===== config.mk =====
export PLATFORM = sky130hd
export DESIGN_NAME = sm4_cipher_core
export DESIGN_NICKNAME = d
export VERILOG_FILES = /design/src/rtl/sm4_pkg.sv /design/src/rtl/sbox.sv /design/src/rtl/sm4_cipher_core.sv
export SDC_FILE = /design/constraint.sdc
export NUM_CORES = 2
export LEC_CHECK = 0
export BUFFER_PORTS_ARGS = -buffer_cell sky130_fd_sc_hd__buf_2
export CAP_MARGIN = 30
export CORE_AREA = 2 2 505 507
export DETAILED_ROUTE_END_ITERATION = 10
export DIE_AREA = 0 0 507 509
export PLACE_DENSITY = 0.38
export SLEW_MARGIN = 20
export SYNTH_ARGS = -nofsm -noshare
export SYNTH_HDL_FRONTEND = slang
export SYNTH_HIERARCHICAL = 1
export SYNTH_SLANG_ARGS = --single-unit

===== constraint.sdc =====
create_clock -name clk -period 8.1 [get_ports clk]
set_input_delay 0.81 -clock clk [delete_from_list [all_inputs] [get_ports clk]]
set_output_delay 0.81 -clock clk [all_outputs]
set_load 0.02 [all_outputs]

===== src/rtl/sm4_pkg.sv =====
// Shared types, constants and the round linear transform for the SM4 datapath.
package sm4_pkg;

  localparam int unsigned SM4_ROUNDS = 32;

  typedef logic [31:0] sm4_word_t;

  typedef enum logic [1:0] {
    IDLE,
    RUN,
    DONE
  } sm4_core_state_e;

  // Encryption linear transform L(B) = B ^ rol2 ^ rol10 ^ rol18 ^ rol24.
  function automatic sm4_word_t sm4_l(input sm4_word_t b);
    return b ^ {b[29:0], b[31:30]} ^ {b[21:0], b[31:22]} ^ {b[13:0], b[31:14]} ^
           {b[7:0], b[31:8]};
  endfunction

endpackage


===== src/rtl/sbox.sv =====
// NUM parallel SM4 byte substitutions; byte i of din maps to byte i of dout.
module sbox #(
  parameter int unsigned NUM = 4
) (
  input  logic [8*NUM-1:0] din,
  output logic [8*NUM-1:0] dout
);

  // Entry 0 is the most significant byte of the first row.
  localparam logic [0:255][7:0] TABLE = {
    128'hd690e9fecce13db716b614c228fb2c05, 128'h2b679a762abe04c3aa44132649860699,
    128'h9c4250f491ef987a33540b43edcfac62, 128'he4b31ca9c908e89580df94fa758f3fa6,
    128'h4707a7fcf37317ba83593c19e6854fa8, 128'h686b81b27164da8bf8eb0f4b70569d35,
    128'h1e240e5e6358d1a225227c3b01217887, 128'hd40046579fd327524c3602e7a0c4c89e,
    128'heabf8ad240c738b5a3f7f2cef96115a1, 128'he0ae5da49b341a55ad933230f58cb1e3,
    128'h1df6e22e8266ca60c02923ab0d534e6f, 128'hd5db3745defd8e2f03ff6a726d6c5b51,
    128'h8d1baf92bbddbc7f11d95c411f105ad8, 128'h0ac13188a5cd7bbd2d74d012b8e5b4b0,
    128'h8969974a0c96777e65b9f109c56ec684, 128'h18f07dec3adc4d2079ee5f3ed7cb3948
  };

  // Independent table lookup per byte lane.
  always_comb begin
    dout = '0;
    for (int unsigned i = 0; i < NUM; i++) begin
      dout[8*i +: 8] = TABLE[din[8*i +: 8]];
    end
  end

endmodule


===== src/rtl/sm4_cipher_core.sv =====
// Iterative SM4 encrypt/decrypt core: one round per clock, 32 rounds per block,
// valid/ready on both sides, result registered and held until consumed.
module sm4_cipher_core
  import sm4_pkg::*;
#(
  parameter int unsigned ROUNDS = SM4_ROUNDS
) (
  input  logic          clk,
  input  logic          rst_n,
  input  logic [1023:0] round_keys,
  input  logic          in_valid,
  output logic          in_ready,
  input  logic [127:0]  in_data,
  input  logic          in_decrypt,
  output logic          out_valid,
  input  logic          out_ready,
  output logic [127:0]  out_data,
  output logic          busy
);

  localparam logic [4:0] LAST_RND = 5'(ROUNDS - 1);

  sm4_core_state_e state_q, state_d;
  logic [4:0]      rnd_q, rnd_d;
  logic [127:0]    x_q, x_d;
  logic            decrypt_q, decrypt_d;
  logic [127:0]    out_data_q, out_data_d;

  sm4_word_t  x0, x1, x2, x3;
  sm4_word_t  rk, t_in, t_out, x_new;
  logic [4:0] rk_idx;
  logic       accept;

  assign x0 = x_q[127:96];
  assign x1 = x_q[95:64];
  assign x2 = x_q[63:32];
  assign x3 = x_q[31:0];

  // Decryption walks the same key schedule backwards.
  assign rk_idx = decrypt_q ? (LAST_RND - rnd_q) : rnd_q;
  assign rk     = round_keys[{rk_idx, 5'd0} +: 32];
  assign t_in   = x1 ^ x2 ^ x3 ^ rk;

  sbox #(
    .NUM(4)
  ) u_sbox (
    .din (t_in),
    .dout(t_out)
  );

  assign x_new = x0 ^ sm4_l(t_out);

  assign in_ready  = (state_q == IDLE) | ((state_q == DONE) & out_ready);
  assign accept    = in_valid & in_ready;
  assign out_valid = (state_q == DONE);
  assign busy      = (state_q != IDLE);
  assign out_data  = out_data_q;

  // Next-state: load on acceptance, one round per RUN cycle, hold result in DONE.
  always_comb begin
    state_d    = state_q;
    rnd_d      = rnd_q;
    x_d        = x_q;
    decrypt_d  = decrypt_q;
    out_data_d = out_data_q;
    unique case (state_q)
      IDLE, DONE: begin
        if (accept) begin
          state_d   = RUN;
          x_d       = in_data;
          decrypt_d = in_decrypt;
          rnd_d     = '0;
        end else if ((state_q == DONE) && out_ready) begin
          state_d = IDLE;
        end
      end
      RUN: begin
        x_d = {x1, x2, x3, x_new};
        if (rnd_q == LAST_RND) begin
          state_d    = DONE;
          // Reverse transform R applied while capturing the result.
          out_data_d = {x_new, x3, x2, x1};
        end else begin
          rnd_d = rnd_q + 5'd1;
        end
      end
      default: state_d = IDLE;
    endcase
  end

  // State registers; reset discards any in-flight block.
  always_ff @(posedge clk or negedge rst_n) begin
    if (!rst_n) begin
      state_q    <= IDLE;
      rnd_q      <= '0;
      x_q        <= '0;
      decrypt_q  <= 1'b0;
      out_data_q <= '0;
    end else begin
      state_q    <= state_d;
      rnd_q      <= rnd_d;
      x_q        <= x_d;
      decrypt_q  <= decrypt_d;
      out_data_q <= out_data_d;
    end
  end

endmodule


======== Yosys cells after proc, flatten, opt, wreduce, memory -nomap -nowiden ========
Memories as Yosys holds them, arrays and structs flattened.
Index checks and enable logic that the tools add are counted.
storage, ports and cells
  flip-flop bits (word level) ............. 264
  bits in read-only memories .............. 8192
  output and inout bits ................... 131
  word-level logic and storage cells ...... 66
  memories kept ........................... 4
cells by class
  $add $sub $neg .......................... 2
  magnitude comparators ................... 4
  equal/unequal tests ..................... 7
  shift-type cells ........................ 1
  mux-type cells .......................... 18
  bitwise gates (word level) .............. 15
  reduce and logical (&&, ||, !) cells .... 10
memory list
  memory           words  width  read ports  clocked after Yosys merged registers in  wr ports  RTL line    RTL
  (no name shown)  256    8      1           0                                        0         sbox.sv:25  dout[8*i +: 8] = TABLE[din[8*i +: 8]];
  (no name shown)  256    8      1           0                                        0         sbox.sv:25
  (no name shown)  256    8      1           0                                        0         sbox.sv:25
  (no name shown)  256    8      1           0                                        0         sbox.sv:25
operators with widths
  operator               count
  $shiftx A1024 B11 Y32  1
  $pmux W128 S2          1
  $xor A32 B32 Y32       8
  $mux W128              1
  $mux W8                8
  $ge A9 B9 Y1 const B   4
  $not A8 Y9             4
  $mux W5                3
  $pmux W5 S2            1
  $reduce_and A2 Y1      4
  $mux W2                3
  $ne A2 B2 Y1 const B   3
  $add A5 B1 Y5 const B  1
  $eq A5 B5 Y1 const B   1
  $sub A5 B5 Y5 const A  1
  $pmux W2 S2            1
  $reduce_bool A2 Y1     2
  $ne A3 B3 Y1 const B   1
  $reduce_and A3 Y1      1
  $and A1 B1 Y1          2
  $eq A2 B1 Y1 const B   1
  $eq A2 B2 Y1 const B   1
  $logic_not A2 Y1       1
  $reduce_or A2 Y1       1
  2 further kinds        2

======== Depth between registers and ports, before layout ========
  depth in word-level cells ............... 14
  mapped depth ............................ 27
  gate-level depth less buffers ........... 19

======== By module ========
Netlist, hierarchy kept.
modules (own cells, without submodules)
  module           instances  cells an instance  area an instance (µm²)  sequential area each (µm²)
  sm4_cipher_core  1          2562               28259.6                 6606.3
  sbox             1          2164               13242.7                 0.0

======== Least setup slack after synthesis ========
Ideal clock, no wire load.
  path kind ............................... register to register
  start point ............................. reg rnd_q[2]
  end point ............................... reg out_data_q[120], in the netlist out_data[120]
  library setup time ...................... 0.125 ns
  arrival ................................. 5.587 ns
  setup slack ............................. 2.388 ns
  cell stages (with the launch flop) ...... 23
  path buffers ............................ 4
  period minus slack after synthesis ...... 5.712 ns
  path through ............................ dfrtp_1 > buf_2 > buf_4 > buf_2 > mux4_2 > mux2i_1 > nand2_1 > nand4_1 > o31ai_1 > xnor2_1 > clkbuf_1 > inv_1 > ha_1 > nor2_1 > a21oi_1 > mux4_2 > mux2i_1 > o32ai_1 > a211oi_1 > xor2_1 > xnor2_1 > xnor2_1 > mux2_2
between the ends
  cells in the longest elaborated chain, start to end .. 13
RTL lines
  element                                        RTL line                RTL
  start: declaration                             sm4_cipher_core.sv:24   logic [4:0] rnd_q, rnd_d;
  start signal: assignment                       sm4_cipher_core.sv:101  rnd_q <= rnd_d;
  $sub A5 B5 Y5                                  sm4_cipher_core.sv:40   assign rk_idx = decrypt_q ? (LAST_RND - rnd_q) : rnd_q;
  $mux W5 *                                      sm4_cipher_core.sv:40
  $shiftx A1024 B11 Y32 *                        sm4_cipher_core.sv:41   assign rk = round_keys[{rk_idx, 5'd0} +: 32];
  $xor A32 B32 Y32 *                             sm4_cipher_core.sv:42   assign t_in = x1 ^ x2 ^ x3 ^ rk;
  via t_in[17]                                   sm4_cipher_core.sv:30   sm4_word_t rk, t_in, t_out, x_new;
  $not A8 Y9 (implied by the code) *             sbox.sv:25
  $mem_v2 Z256 W8 *                              n/a
  $mux W8 (implied by the code) * (2 in series)  sbox.sv:25
  via t_out[22]                                  sm4_cipher_core.sv:30
  $xor A32 B32 Y32 * (4 in series)               sm4_pkg.sv:16           return b ^ {b[29:0], b[31:30]} ^ {b[21:0], b[31:22]} ^ {b[13:0], b[31:14]} ^
  $xor A32 B32 Y32 *                             sm4_cipher_core.sv:51   assign x_new = x0 ^ sm4_l(t_out);
  end signal: assignment                         sm4_cipher_core.sv:104  out_data_q <= out_data_d;
  end: declaration                               sm4_cipher_core.sv:27   logic [127:0] out_data_q, out_data_d;
The timed path passes the listed nets; every way through them passes the cells marked *. The select of a mux whose other input is x is not followed.
A chain may end at the register's enable or synchronous reset.

======== Final worst setup path ========
  start point ............................. reg rnd_q[3]
  end point ............................... reg x_q[28]
RTL lines
  element                                        RTL line                RTL
  $sub A5 B5 Y5                                  sm4_cipher_core.sv:40
  $mux W5 *                                      sm4_cipher_core.sv:40
  $shiftx A1024 B11 Y32 *                        sm4_cipher_core.sv:41
  $xor A32 B32 Y32 *                             sm4_cipher_core.sv:42
  via t_in[0]                                    sm4_cipher_core.sv:30
  $not A8 Y9 (implied by the code) *             sbox.sv:25
  $mem_v2 Z256 W8 *                              n/a
  $mux W8 (implied by the code) * (2 in series)  sbox.sv:25
  via t_out[4]                                   sm4_cipher_core.sv:30
  $xor A32 B32 Y32 *                             sm4_pkg.sv:16
  $xor A32 B32 Y32 *                             sm4_cipher_core.sv:51
  $pmux W128 S2 *                                sm4_cipher_core.sv:66   unique case (state_q)
  end signal: assignment                         sm4_cipher_core.sv:96   x_q <= '0;
  end signal: assignment                         sm4_cipher_core.sv:102  x_q <= x_d;
  end: declaration                               sm4_cipher_core.sv:25   logic [127:0] x_q, x_d;
Marks and branches as above.

==> results.json <==
{
  "grt_use_total_pct": 28.7,
  "synth_common_cells": "nand2_1, mux4_2, nor2_1",
  "port_buffers": 1287,
  "slowest_stage": "o31ai_1",
  "nFillCells": 28400,
  "route.detailed.drc": 0,
  "synth_ff_type": "dfrtp_1",
  "clock.fmax_ghz": 0.127,
  "grt_pass1_vias": 48900,
  "start_kind": "register",
  "htreeDepth": 2,
  "syn_area_mm2": 0.0415,
  "worst_slew_pin_slew_ns": 1.09,
  "grt_max_degree": 128,
  "cp.arrival_ns": 8.40,
  "hold_path.class": "in -> async",
  "start_util_pct": 16.4,
  "async_reset_ff_share_pct": 100,
  "clkSinkCount": 264,
  "cpPeakStageDelay_ns": 0.92,
  "status": "finished clean",
  "clkTransAtPathRegs_ns": 0.06,
  "clock_skew_ns": 0.0474,
  "rsz0062_at_grt": "no",
  "std_cell_rows": 185,
  "finalSetupTns_ns": 0,
  "final-hold-violation-count": 0,
  "drt-pass1-iter-count": 6,
  "drv_cap": 0,
  "netlist.top_cell.by_area": "mux4_2",
  "yosysTopAreaCellShare_pct": 21.7,
  "ant_nets": 0,
  "first_iter_violations": 5754,
  "crit_path_start": "rnd_q[3]",
  "grt_pass1_wl_um": 496000,
  "wl_per_cell_um": 40.2,
  "ys_seq_elements": 264,
  "clockRootBuffer": "clkbuf_16",
  "dp_hpwl_um": 326000,
  "via_count": 51400,
  "drive_above_1_share_pct": 40.0,
  "area_delta_synth_final_pct": 33.5,
  "die-area_mm2": 0.258,
  "coreArea_mm2": 0.253,
  "slew_violations": 0,
  "relSlewSlack_pct": 26.4,
  "antenna_found_initial": 292,
  "drt-total-wl_um": 388000,
  "r2r_start": "rnd_q[3]",
  "synth_area_leaders": "mux4_2, dfrtp_1, mux2i_1",
  "synth_nets": 5937,
  "globalplace.congestion": 1.08,
  "setup-violations-final": 0,
  "die-width_um": 507,
  "timing.final.crit_share_pct": 97.6,
  "pin_count": 1288,
  "synth.avg_cell_area_um2": 8.78,
  "cp.required_ns": 8.60,
  "yosysSeqAreaShare_pct": 15.9,
  "cts_inserted_buffers": 35,
  "ys_types": 94,
  "clkLatencyLatePin_ns": 0.61,
  "crit_path_end_kind": "register",
  "critical_path_class": "reg -> reg",
  "fin_nets": 7119,
  "min_period_ns": 7.90,
  "overflow": 0,
  "vias_per_cell": 5.33,
  "postSynthCellCount": 4726,
  "cp_max_fo": 12,
  "yosysMostFrequentCell": "nand2_1",
  "synth_edf_count": 0,
  "fp.dieH_um": 509,
  "synth_warnings": 6,
  "cts_tree": "yes",
  "cp_common_cell": "buf_4",
  "clk_path_buf_depth": 3
}
==> logic make-up after synthesis <==
kind of cell	synth area share [%]
AO/OA/AOI/OAI	23.0
XOR/XNOR	4.94
adder cells (fa/ha/maj)	1.63
buffers and inverters	6.99
flip-flops	15.9
multiplexers	32.3
AND/OR/NAND/NOR	15.3
==> state kept, by name (all words and copies together), names as in the netlist <==
signal / cells
rnd_q: 5
x_q: 128
decrypt_q: 1
out_data: 128
state_q: 2
==> cells in the final DEF, fill, tap and decap left out, types with 30 or more instances in the layout <==
master        n
nor2b_1      67
a211oi_1     69
a221o_1      39
o21ai_1      41
xnor2_1     143
o311ai_0     45
nor3_1       94
o21ai_0     265
buf_2      1290
a311oi_1     41
diode_2     342
a21oi_1     210
buf_4       359
inv_1        37
nor2_1      307
mux2i_1     282
mux2_2      138
nand4_1      68
o22a_1       63
o211ai_1     44
a31oi_1     188
buf_12       30
ha_1         54
o31ai_1      52
dfrtp_1     260
mux4_2      400
o221ai_1     48
a22oi_1      41
clkbuf_16    35
nand2b_1     78
nand2_1     519
xor2_1       63
nand3_1      93
o22ai_1      43
==> final cells by class <==
class	instances	area [µm²]	area share (%)
Timing Repair Buffer	1685	9870	17.8
Tap cell	3366	4210	7.60
Sequential cell	264	6620	11.9
Antenna cell	342	856	1.55
Clock inverter	21	307	0.553
Multi-Input combinational cell	3874	32400	58.5
Inverter	48	180	0.325
Clock buffer	43	966	1.74
==> worst max-delay path: cells and delay by family, from the launching register on <==
kind,cells,cell delay [ns]
flip-flops,1,0.70
buffers and inverters,8,1.82
adder cells (fa/ha/maj),1,0.56
multiplexers,1,0.49
AO/OA/AOI/OAI,9,2.80
AND/OR/NAND/NOR,2,0.56
XOR/XNOR,4,0.83
==> what timing repair did <==
item | in CTS | in global routing
setup endpoints to repair | 0 | 6
gates resized for setup | 0 | 7
buffers inserted | 0 | 0
hold buffers | 0 | 0
==> path summary, 6_finish.rpt <==
| path | end | slack (ns) | depth (start not counted) |
|---|---|---|---|
| worst max-delay path | x_q[28] | 0.20 | 25 |
| max in group asynchronous | out_data[43] | 6.44 | 3 |
| worst max register to register | x_q[28] | 0.20 | 25 |
| worst min-delay path | out_data[69] | 0.23 | 1 |
| min in group clk | x_q[56] | 0.45 | 3 |
| worst min register to register | out_data[59] | 0.50 | 1 |
==> metrics by stage <==
| step | worst slack (ns) | cells | util, % | hold slack, ns | area, µm² |
|---|---|---|---|---|---|
| after floorplan | 2.39 | 4726 | - | 0.495 | 41500 |
| after global placement | -0.280 | 9227 | 21.0 | 0.484 | 53100 |
| after detailed placement | 0.0989 | 9234 | 21.0 | 0.490 | 53200 |
| after CTS | 0.0447 | 9298 | 21.5 | 0.295 | 54400 |
| after global routing | 0.0665 | 9570 | 21.8 | 0.303 | 55200 |
| final | 0.198 | 9643 | 21.9 | 0.235 | 55400 |
==> metal layers <==
layer | wire length [µm] | global-route usage [%] | up-vias | part of all wire [%]
li1 | - | - | 21200 | -
met1 | 150000 | 34.3 | 26500 | 39
met2 | 181000 | 46.8 | 2870 | 47
met3 | 32400 | 7.54 | 734 | 8.3
met4 | 23600 | 15.2 | 136 | 6.1
met5 | 891 | 0 | - | 0.23
Power is not shown: default switching activity piles up to over one toggle a cycle in this logic, so the estimate is an artifact.
